File: src/rtl/word_unpacker.sv
// word_unpacker: pops one IN_WIDTH-bit word through an empty/rd_en interface
// and re-emits it as N = IN_WIDTH/OUT_WIDTH chunks through the same style of
// empty/rd_en interface, so the next stage reads chunks as if from a FIFO.
// Chunk order is set by MSB_FIRST (0: low chunk first, 1: top chunk first).
// Optional feature: define WORD_UNPACKER_PREFETCH_EN to add a one-word hold
// register that prefetches the next word while the current one drains,
// removing the idle bubble between words.
module word_unpacker #(
  parameter int IN_WIDTH  = 64,
  parameter int OUT_WIDTH = 16,
  parameter bit MSB_FIRST = 1'b0
) (
  input  logic                 clk,
  input  logic                 rst_n,
  input  logic [IN_WIDTH-1:0]  din,
  input  logic                 din_empty,
  output logic                 din_rd_en,
  output logic [OUT_WIDTH-1:0] dout,
  output logic                 last,
  output logic                 empty,
  input  logic                 rd_en
);

  localparam int N  = IN_WIDTH / OUT_WIDTH;
  localparam int CW = $clog2(N);
  localparam logic [CW-1:0] CNT_LAST = CW'(N - 1);

  typedef enum logic {
    IDLE = 1'b0,
    OUT  = 1'b1
  } state_t;

  state_t              state;
  state_t              state_nxt;
  logic [CW-1:0]       cnt;
  logic [CW-1:0]       cnt_nxt;
  logic [IN_WIDTH-1:0] sreg;
  logic [IN_WIDTH-1:0] sreg_nxt;
  logic                at_last;
  logic                consume;

`ifdef WORD_UNPACKER_PREFETCH_EN
  logic [IN_WIDTH-1:0] hold;
  logic [IN_WIDTH-1:0] hold_nxt;
  logic                hold_full;
  logic                hold_full_nxt;
`endif

  // The shift register always presents the current chunk at its output end,
  // so dout comes straight from flops and is zero after reset.
  function automatic logic [IN_WIDTH-1:0] advance(input logic [IN_WIDTH-1:0] w);
    if (MSB_FIRST) begin
      return w << OUT_WIDTH;
    end else begin
      return w >> OUT_WIDTH;
    end
  endfunction

  assign at_last = (cnt == CNT_LAST);
  assign empty   = (state != OUT);
  assign last    = (state == OUT) && at_last;
  assign consume = (state == OUT) && rd_en;

  if (MSB_FIRST) begin : g_msb_first
    assign dout = sreg[IN_WIDTH-1 -: OUT_WIDTH];
  end else begin : g_lsb_first
    assign dout = sreg[OUT_WIDTH-1:0];
  end

  // Next-state, upstream pop and datapath updates; rd_en only matters in OUT.
  always_comb begin
    state_nxt = state;
    cnt_nxt   = cnt;
    sreg_nxt  = sreg;
    din_rd_en = 1'b0;
`ifdef WORD_UNPACKER_PREFETCH_EN
    hold_nxt      = hold;
    hold_full_nxt = hold_full;
    din_rd_en     = ~din_empty & ~hold_full;
    case (state)
      IDLE: begin
        if (hold_full) begin
          sreg_nxt      = hold;
          cnt_nxt       = '0;
          hold_full_nxt = 1'b0;
          state_nxt     = OUT;
        end else if (din_rd_en) begin
          sreg_nxt  = din;
          cnt_nxt   = '0;
          state_nxt = OUT;
        end
      end
      OUT: begin
        if (din_rd_en) begin
          hold_nxt      = din;
          hold_full_nxt = 1'b1;
        end
        if (consume) begin
          if (!at_last) begin
            cnt_nxt  = cnt + CW'(1);
            sreg_nxt = advance(sreg);
          end else if (hold_full) begin
            sreg_nxt      = hold;
            cnt_nxt       = '0;
            hold_full_nxt = 1'b0;
          end else begin
            state_nxt = IDLE;
          end
        end
      end
      default: state_nxt = IDLE;
    endcase
`else
    din_rd_en = (state == IDLE) & ~din_empty;
    case (state)
      IDLE: begin
        if (din_rd_en) begin
          sreg_nxt  = din;
          cnt_nxt   = '0;
          state_nxt = OUT;
        end
      end
      OUT: begin
        if (consume) begin
          if (!at_last) begin
            cnt_nxt  = cnt + CW'(1);
            sreg_nxt = advance(sreg);
          end else begin
            state_nxt = IDLE;
          end
        end
      end
      default: state_nxt = IDLE;
    endcase
`endif
  end

  // State register; reset drops any partially emitted word.
  always_ff @(posedge clk or negedge rst_n) begin
    if (!rst_n) begin
      state <= IDLE;
    end else begin
      state <= state_nxt;
    end
  end

  // Chunk counter and shift register (plus hold buffer when prefetching).
  always_ff @(posedge clk or negedge rst_n) begin
    if (!rst_n) begin
      cnt  <= '0;
      sreg <= '0;
`ifdef WORD_UNPACKER_PREFETCH_EN
      hold      <= '0;
      hold_full <= 1'b0;
`endif
    end else begin
      cnt  <= cnt_nxt;
      sreg <= sreg_nxt;
`ifdef WORD_UNPACKER_PREFETCH_EN
      hold      <= hold_nxt;
      hold_full <= hold_full_nxt;
`endif
    end
  end

endmodule

File: config.mk
export PLATFORM = sky130hd
export DESIGN_NAME = word_unpacker
export DESIGN_NICKNAME = d
export VERILOG_FILES = /design/src/rtl/word_unpacker.sv
export SDC_FILE = /design/constraint.sdc
export NUM_CORES = 1
export LEC_CHECK = 0
export BUFFER_PORTS_ARGS = -buffer_cell sky130_fd_sc_hd__buf_2
export CORE_UTILIZATION = 45
export DETAILED_ROUTE_END_ITERATION = 16
export GPL_TIMING_DRIVEN = 0
export PLACE_DENSITY = 0.71
export SYNTH_ARGS = -nofsm -noshare
export SYNTH_HDL_FRONTEND = slang
export SYNTH_SLANG_ARGS = --single-unit
File: constraint.sdc
create_clock -name clk -period 1.5 [get_ports clk]
set_input_delay 0.15 -clock clk [delete_from_list [all_inputs] [get_ports clk]]
set_output_delay 0.15 -clock clk [all_outputs]
set_load 0.03 [all_outputs]
### Word level (Yosys, flattened, before mapping)

Cells that the tools add are included.

* $add $sub $neg: 1
* eq/ne operators: 4
* muxes and demuxes: 12
* bitwise logic cells: 3
* reduce and logical (&&, ||, !) cells: 3

Operators with widths (number)
* $mux W64: 3
* $pmux W64 S2: 1
* $mux W2: 3
* $ne A2 B2 Y1 const B: 2
* $pmux W2 S2: 1
* $mux W1: 3
* $reduce_and A3 Y1: 1
* $add A2 B1 Y2 const B: 1
* $eq A2 B2 Y1 const B: 1
* $logic_and A1 B1 Y1: 2
* $ne A2 B1 Y1 const B: 1
* $not A1 Y1: 2
* $pmux W1 S2: 1
* $and A1 B1 Y1: 1

* flip-flop bits (word level): 67
* logic and storage cells: 26

### Depth between registers and ports, before layout

* depth in word-level cells: 4
* mapped depth: 5

### Least setup slack after synthesis

Ideal clock, no wire load.

* path kind: flip-flop to flip-flop
* start point: register cnt[0]
* end point: register sreg[10]
* library setup time: 0.099 ns
* data arrival time: 1.335 ns
* required time: 1.401 ns
* slack: 0.066 ns
* cell stages (with the launch flop): 5
* path through: dfrtp_1 -> ha_1 -> nand3b_2 -> clkbuf_1 -> a311oi_1

* cells in the longest elaborated chain, start to end: 3

RTL lines
* start: declaration: line 35 `logic [CW-1:0] cnt;`
* start signal: assignment: line 157 `cnt <= cnt_nxt;`
* $eq A2 B2 Y1: line 59 `assign at_last = (cnt == CNT_LAST);`
* $ne A2 B2 Y1 (no source line)
* $reduce_and A3 Y1 (no source line)
* end signal: assignment: line 158 `sreg <= sreg_nxt;`
* end: declaration: line 37 `logic [IN_WIDTH-1:0] sreg;`

Every way passes these cells.
A chain may end at the register's enable or synchronous reset.

### Worst setup path in the final report

* start point: register cnt[1]
* end point: output port last

* cells in the longest elaborated chain, start to end: 2

RTL lines
* $eq A2 B2 Y1: line 59
* $logic_and A1 B1 Y1: line 61 `assign last = (state == OUT) && at_last;`
* end: declaration: line 19 `output logic last,`

Every way passes these cells.

==> flow_metrics.env <==
export IMPL_outcome="complete, but fails checks"
export IMPL_violations="setup timing"
export IMPL_grt_start_max_net_pins=68
export IMPL_ff2ff_path_depth=4
export IMPL_die_area_mm2=0.00877
export IMPL_postLayoutCoreUtil_pct=60.5
export IMPL_post_synthesis_instance_total=365
export IMPL_drtAntennaViolNets=0
export IMPL_totalWireLength_mm=10.2
export IMPL_fmaxAchievable_ghz=0.656
export IMPL_final_critical_path_time_including_i_o_delays_and_setup_ns=1.52
export IMPL_clk_path_buf_depth=2
export IMPL_viasPerCell=5.58
export IMPL_place_gp_congestion=0.822
export IMPL_worst_slack_ns=-0.0247
export IMPL_die_height_um=93.7
export IMPL_clock_tree_htree_level_count=3
export IMPL_antenna_found_initial=0
export IMPL_final_net_count=558
export IMPL_floorplan_initialDensity_pct=46.3
export IMPL_p_per_area_mw_per_mm2=1870
export IMPL_synthToLayoutAreaGrowth_pct=30.9
export IMPL_post_detailed_placement_half_perimeter_wirelength_mm=6.88
export IMPL_critical_path_endpoint_type="output pin"
export IMPL_placeableCoreArea_mm2=0.00818
export IMPL_multi_input_area_mm2=0.00168
export IMPL_crit_path_cell_trace="ha_4 -> clkbuf_8 -> and2_4 -> buf_6"
export IMPL_via_count_of_the_first_global_routing_pass=3135
export IMPL_count_of_filler_cells_inserted_in_the_layout=697
export IMPL_cp_required_ns=1.35
export IMPL_max_slew_headroom_pct=42.2
export IMPL_post_synth_instance_area_mm2=0.00378
export IMPL_criticalPathCategory="reg2out"
export IMPL_peak_supply_drop_uv=1030
export IMPL_ff_latch_area_mm2=0.00168
export IMPL_grt_first_pass_wirelength_mm=15.9
export IMPL_tritoncts_num_sinks=67
export IMPL_critical_path_slowest_cell="dfrtp_1"
export IMPL_yosysMostFrequentCell="dfrtp_1"
export IMPL_synthesis_nets=434
export IMPL_total_leakage_power_nw=2.29
export IMPL_netlist_top_cells_count="dfrtp_1 (67), inv_1 (49), nor3_1 (48), a311oi_1 (35), nor4bb_1 (30)"
export IMPL_ctsRootBufferMaster="clkbuf_8"
export IMPL_final_routed_drc_violation_total=0
export IMPL_path_clk_slew_ns=0.07
export IMPL_dp_cells=556
export IMPL_clock_insertion_delay_worst_skew_ns=0.36
export IMPL_grt_total_usage_pct=24.1
export IMPL_synth_edff_count=0
export IMPL_hold_path_class="in2reg"
export IMPL_synth_top_cell_area_share_pct=44.3
export IMPL_yosysSeqAreaShare_pct=44.3
export IMPL_yosys_register_bits=67
export IMPL_finClkSkew_ns=0.00648
export IMPL_die_width_um=93.7
export IMPL_placement_io_buffers=86
export IMPL_synth_top_cells_by_area="dfrtp_1 (44%), a311oi_1 (8.1%), nor4bb_1 (7.9%)"
export IMPL_tritoncts="yes"
export IMPL_ioPinCount=87
export IMPL_hold_viol=0
export IMPL_rsz0062_at_grt="yes"
export IMPL_timing_final_max_slew_violations=0
export IMPL_final_instance_count_excl_fill=598
export IMPL_drive_gt1_share_pct=41.4
export IMPL_critical_path_startpoint_type="flop"
export IMPL_max_cap_violations=0
export IMPL_global_route_overflow_total=0
export IMPL_avgSynthCellArea_um2=10.4
export IMPL_crit_fanout=7
export IMPL_synth_warnings=0
export IMPL_setup_violations_final=3
export IMPL_placement_setup_worst_slack_ns=-0.204
export IMPL_initialDrtViolationCount=186
export IMPL_drtPass1Iterations=4
export IMPL_postSynth_asyncResetShare_pct=100
export IMPL_critical_path_max_stage_delay_ns=0.41
export IMPL_final_setup_tns_ns=-0.0427
export IMPL_netlist_cell_type_count=25
export IMPL_timing_hold_worst_path_depth=2
export IMPL_period_share_pct=102
export IMPL_power_mw=9.23
export IMPL_yosys_most_used_dff="dfrtp_1"
export IMPL_worst_ep_arrival_time_ns=1.37
export IMPL_cts_inserted_buffers=9
export IMPL_routed_via_count=3338
export IMPL_antenna_cells_inserted=0
export IMPL_ff2ff_setup_slack_ns=-0.02
export IMPL_num_rows=33
export IMPL_worst_slew_pin_slew_ns=0.867
export IMPL_post_drt_wl_per_cell_um=17.1
export IMPL_synthDominantAreaCellType="dfrtp_1"
flip-flops by register name, indices dropped and copies added, names as in the netlist:
name	flops
state	1
sreg	64
cnt	2
repair_timing:
item                                    4_1_cts  5_1_grt
hold endpoints to repair                     82        0
pin swaps                                     3        4
endpoints found under the setup margin       62       64
hold buffers                                 16        0
gates resized for setup                      24       39
setup buffers                                 4        9
report_power, final:
part           switching, mW  internal [mW]
Sequential             0.536           2.64
Clock                  0.664          0.628
Combinational           2.46           2.31
worst paths after layout:
kind,end,from
max,last,cnt[1]
min,sreg[59],din[59]
max reg2reg,sreg[44],cnt[1]
min reg2reg,sreg[1],sreg[1]
max in group asynchronous,sreg[43],rst_n
min in group asynchronous,sreg[13],rst_n
kinds of logic (layout without fill, tap and decap cells):
group / count (synthesis) / in the layout / share of synthesized area, %
adders and majority gates: 1 / 1 / 0.331
muxes: 1 / 1 / 0.265
buffers and inverters: 110 / 238 / 13.8
DFF: 67 / 67 / 44.3
AOI/OAI and AO/OA: 83 / 83 / 19.6
and+or+nand+nor: 103 / 103 / 21.7
layout make-up:
| class | instances | share of cell area (%) |
|---|---|---|
| Sequential cell | 67 | 33.9 |
| Multi-Input combinational cell | 188 | 33.9 |
| Timing Repair Buffer | 115 | 14.3 |
| Inverter | 50 | 3.94 |
| Tap cell | 105 | 2.65 |
| Clock buffer | 12 | 2.93 |
| Clock inverter | 3 | 0.303 |
| Buffer | 58 | 8.02 |
worst max-delay path, delay by kind of cell, from the launching register on:
family,cells,cell delay (ns)
and+or+nand+nor,1,0.13
adders and majority gates,1,0.21
buffers and inverters,2,0.27
DFF,1,0.41
cells in the final DEF, fill, tap and decap left out:
master,n
dfrtp_1,67
nor4bb_1,27
and4bb_2,19
clkbuf_8,12
nand2_1,1
nor4bb_2,2
nor4bb_4,1
a311oi_1,27
and2_4,1
clkbuf_1,17
nor3_1,48
and3b_1,1
clkbuf_2,5
buf_2,89
nand3b_2,1
a311oi_2,21
buf_4,37
inv_1,49
a21oi_1,1
clkbuf_4,1
o2bb2ai_1,16
inv_8,1
or2_4,1
a31o_2,1
clkinv_2,3
mux2i_1,1
o21ai_0,17
dlygate4sd3_1,16
buf_6,5
ha_4,1
buf_12,1
and3_1,1
buf_8,2
through the flow:
step / instance area [um^2] / hold WS, ns
floorplan: 3780 / -0.146
global placement: 4340 / 0.356
CTS: 4760 / 0.00272
finish: 4950 / 0.00521
detailed placement: 4350 / 0.311
global route: 4950 / 0.00893
layer usage:
metal | wire length [um] | vias to the layer above | track usage, %
li1 | - | 1596 | -
met1 | 4520 | 1599 | 31.0
met2 | 4910 | 127 | 39.3
met3 | 567 | 16 | 6.39
met4 | 211 | 0 | 8.46
met5 | 0 | - | 0
Note: power is estimated with default switching activity, not from simulation.
